File: src/rtl/filtc_core.sv
// rtl/filtc_core.sv - FILTC stage: APP = AP + floor((AX*512 - AP) / 16), registered.
module filtc_core (
    input  logic       clk,
    input  logic       reset,
    input  logic       in_valid,
    input  logic       AX,
    input  logic [9:0] AP,
    output logic [9:0] APP,
    output logic       out_valid
);

    logic [6:0] dif_hi;
    logic [9:0] difsx;
    logic [9:0] app_next;

    // DIF >> 4 is formed directly: the low nibble of AP only contributes a borrow,
    // which gives the floor rounding for negative differences.
    assign dif_hi   = {1'b0, AX, 5'b0} - {1'b0, AP[9:4]} - {6'b0, |AP[3:0]};
    assign difsx    = {{3{dif_hi[6]}}, dif_hi};
    assign app_next = difsx + AP;

    always_ff @(posedge clk or posedge reset) begin
        if (reset) begin
            APP       <= 10'd0;
            out_valid <= 1'b0;
        end else begin
            out_valid <= in_valid;
            if (in_valid) begin
                APP <= app_next;
            end
        end
    end

endmodule

File: config.mk
export PLATFORM = sky130hd
export DESIGN_NAME = filtc_core
export DESIGN_NICKNAME = d
export VERILOG_FILES = /design/src/rtl/filtc_core.sv
export SDC_FILE = /design/constraint.sdc
export NUM_CORES = 1
export LEC_CHECK = 0
export ABC_AREA = 1
export ABC_CLOCK_PERIOD_IN_PS = 1000
export CAP_MARGIN = 25
export CORE_AREA = 4 4 63 65
export DETAILED_ROUTE_END_ITERATION = 10
export DIE_AREA = 0 0 67 69
export PLACE_DENSITY = 0.57
export SLEW_MARGIN = 20
export SYNTH_ARGS = -nofsm -noshare
export SYNTH_HDL_FRONTEND = slang
export SYNTH_SLANG_ARGS = --single-unit
File: constraint.sdc
create_clock -name clk -period 1 [get_ports clk]
set_input_delay 0.15 -clock clk [delete_from_list [all_inputs] [get_ports clk]]
set_output_delay 0.15 -clock clk [all_outputs]
set_load 0.05 [all_outputs]
==> impl_results.md <==
* Status: finished, violations left
* Failing checks: setup timing
* Combinational power share at 71.7%
* Ant. Diodes at 0
* Vias per cell at 4.52
* Period utilization at 215%
* Clock tree skew after final layout at 0 ps
* Syn_nets at between 150 and 200
* Max-slew violation count at 0
* DP HPWL at around 2.4 mm
* Area grow syn2layout at 101%
* Syn Area/Cell at 7.62 sq um
* CP endpoint kind: flop
* Peak VDD IR at 0.00102 V
* Final setup fails at 9
* Chip width at 67 microns
* FILL cells at 263
* Routability congestion estimate from global placement at 0.822
* Switching pwr at 1.49 mW
* Initial drt markers at 57
* First-pass GRT wire length at around 5.4 mm
* Synthesis-stage register bit count at 11
* CTS tree: yes
* Clock-pin slew on the worst setup and hold paths at 70 ps
* Rows at 21
* Vias in the first global route at around 1300
* Final setup margin at -1150 ps
* CP required at roughly 1200 ps
* DP Worst Slack at -1860 ps
* Via Count at ~1200
* Antenna-violating nets left at 0
* Switching part of the total at between 40 and 50%
* Inserted Clock Buffers at 3
* TritonCTS Sinks at 11
* Top cells by area, synth: dfrtp_1 24%, ha_1 21%, nand2_1 12%, inv_1 7.8%, nand3_2 5.2%
* Relative slew slack at between 70% and 80%
* Min cycle time layout at around 2100 ps
* Layout cells sized above 1 at 60.3%
* Unique cell type count in the Yosys netlist at 25
* Die area at 4620 sq um
* Share of total power in sequential cells at 19.7%
* Clk network pwr share at 8.6%
* WL/cell at 11.6 microns
* Synth area leader: dfrtp_1
* Starting Density at 34.7%
* WL final at 3.18 mm
* Synthesized area at 1160 sq um
* Worst R2R Start: APP[9]
* Max cap viols at 0
* F_max at 465 MHz
* Area share of the largest cell type after synthesis at 23.8%
* Deepest clock path buffer count at 2
* Pwr Total at 3.47 mW
* Die height at ~70 microns
* Reg2reg setup slack at 80 ps
* CTS root buffer: clkbuf_4
* Crit path max fanout at 4
* Unrepaired setup endpoints after global routing: yes
* Hold Fails Final Rpt at 0
* Hold crit path type: in -> async
* End of the worst register-to-register path: APP[9]
* Port-buffer cells at 24
* H-Tree Depth at 1
* Synth Instances at 152
* CORE AREA at 3340 sq um
* Leak pwr at 1.15 nW
* Clk_lat worst skew at 260 ps
* Startpoint Class: input pin
* Worst reg2reg path depth at 4
* Worst-Margin Slew at 406 ps
* CTS Hold Buffers Added at 0
* Initial antenna violation count at 0
* Overall routing resource usage at 14.6%
* Synthesis Warnings at 0
* Internal at between 1.5 and 2 mW
* CP Class: in -> reg
* GRT Residual Overflow at 0
* Final net count at about 260
* Largest net degree at the start of global routing at 14
* Pre-antenna DRT Iters at 4
* PwrDens at approximately 1500 nW/um^2
* Residual DRC at 0
* CP Data Arrival Time at 2350 ps
* Sequential cell area fraction in the yosys report at 23.8%
* Ports at 25
[state kept, by name, summed over array words and instances, names as in the netlist]
name,count
out_valid,1
APP,10
[what timing repair did]
action | in CTS | in global routing
setup endpoints to repair | 15 | 21
gates resized for setup | 51 | 25
pin swaps | 35 | 36
buffers inserted | 14 | 6
[cells by family (layout without fill, tap and decap cells)]
group	count (synthesis)	after routing	synth area share, %
AOI/OAI and AO/OA	17	17	9.29
xor gates and xnor gates	7	7	5.29
DFF	11	11	23.8
and+or+nand+nor	69	69	29.7
buffers and inverters	28	105	9.72
adders and majority gates	20	20	22.2
[routing by layer]
| layer | track usage, % | share of wire [%] | up-vias |
|---|---|---|---|
| met4 | 2.25 | 1.1 | 0 |
| met2 | 27.6 | 58 | 19 |
| met3 | 3.08 | 3.0 | 4 |
| met1 | 16.4 | 38 | 573 |
| li1 | - | - | 648 |
| met5 | 0 | 0 | - |
[layout by cell type (no fill, tap or decap), types with 4 or more instances in the layout]
cell type,n
a21oi_2,5
buf_12,12
buf_4,46
buf_6,4
dfrtp_1,11
dlygate4sd2_1,6
ha_1,5
ha_4,13
inv_1,15
inv_2,11
nand2_1,28
nand2_2,12
nand2_4,6
nand3_2,9
o21ai_1,6
xor2_1,5
[power by group through the flow]
stage,clock (mW),combinational [mW],sequential [mW]
floorplan,0,0.762,1.02
global placement,0,2.02,0.685
detailed placement,0,2.05,0.691
CTS,0.312,2.27,0.682
global route,0.344,2.67,0.693
finish,0.297,2.49,0.682
[worst max-delay path, stage by stage]
cell and delay (ps):
buf_8 100, nor4_4 290, ha_4 190, ha_4 120, inv_2 40, ha_4 150
nor2_4 60, o21ai_1 60, nand2_1 70, xor2_1 160, ha_2 320, a21o_1 200
a31oi_2 170, nand2_1 80, nand2_1 60, nand3_1 70, nand2_1 60
[synthesized netlist by cell type]
| master | instances |
|---|---|
| dfrtp_1 | 11 |
| xnor2_1 | 1 |
| ha_1 | 19 |
| fa_1 | 1 |
| o21bai_1 | 1 |
| o21ai_1 | 3 |
| a21o_1 | 1 |
| a21oi_1 | 3 |
| nor4_1 | 1 |
| o21ai_0 | 3 |
| inv_1 | 24 |
| a21oi_2 | 4 |
| nand2_2 | 8 |
| inv_2 | 2 |
| nand3_2 | 6 |
| buf_6 | 1 |
| nand3b_1 | 1 |
| a31oi_1 | 2 |
| xor2_1 | 6 |
| nand2_1 | 38 |
| nand4_1 | 1 |
| clkinv_1 | 1 |
| nor2_4 | 1 |
| nor2_1 | 4 |
| nand3_1 | 9 |
[cell type report]
cell class                      count  area (sq um)  share of cell area (%)
Multi-Input combinational cell    113          1130                    48.3
Sequential cell                    11           275                    11.8
Timing Repair Buffer               74           744                    31.9
Clock buffer                        4          26.3                    1.13
Tap cell                           46          57.6                    2.47
Inverter                           27           103                    4.40
[metrics by stage]
step	instances	area, sq um	setup TNS [ps]	hold slack [ps]	utilization [%]
3_5_place_dp	252	1940	-14930	467	58.1
5_1_grt	275	2330	-9840	201	69.9
4_1_cts	269	2170	-8760	174	65.1
6_report	275	2330	-8440	165	69.9
2_1_floorplan	152	1300	-8530	2.44	-
3_3_place_gp	252	1940	-14650	453	58.1
[worst max-delay path by stage]
stage	start	end	slack, ps
global route	AP[3]	APP[6]	-1300
finish	AP[3]	APP[8]	-1150
detailed placement	AP[2]	APP[8]	-1860
CTS	AP[1]	APP[8]	-1240
global placement	AP[2]	APP[8]	-1780
floorplan	AP[2]	APP[8]	-1200
No activity file was read; power rests on OpenSTA's default activity.
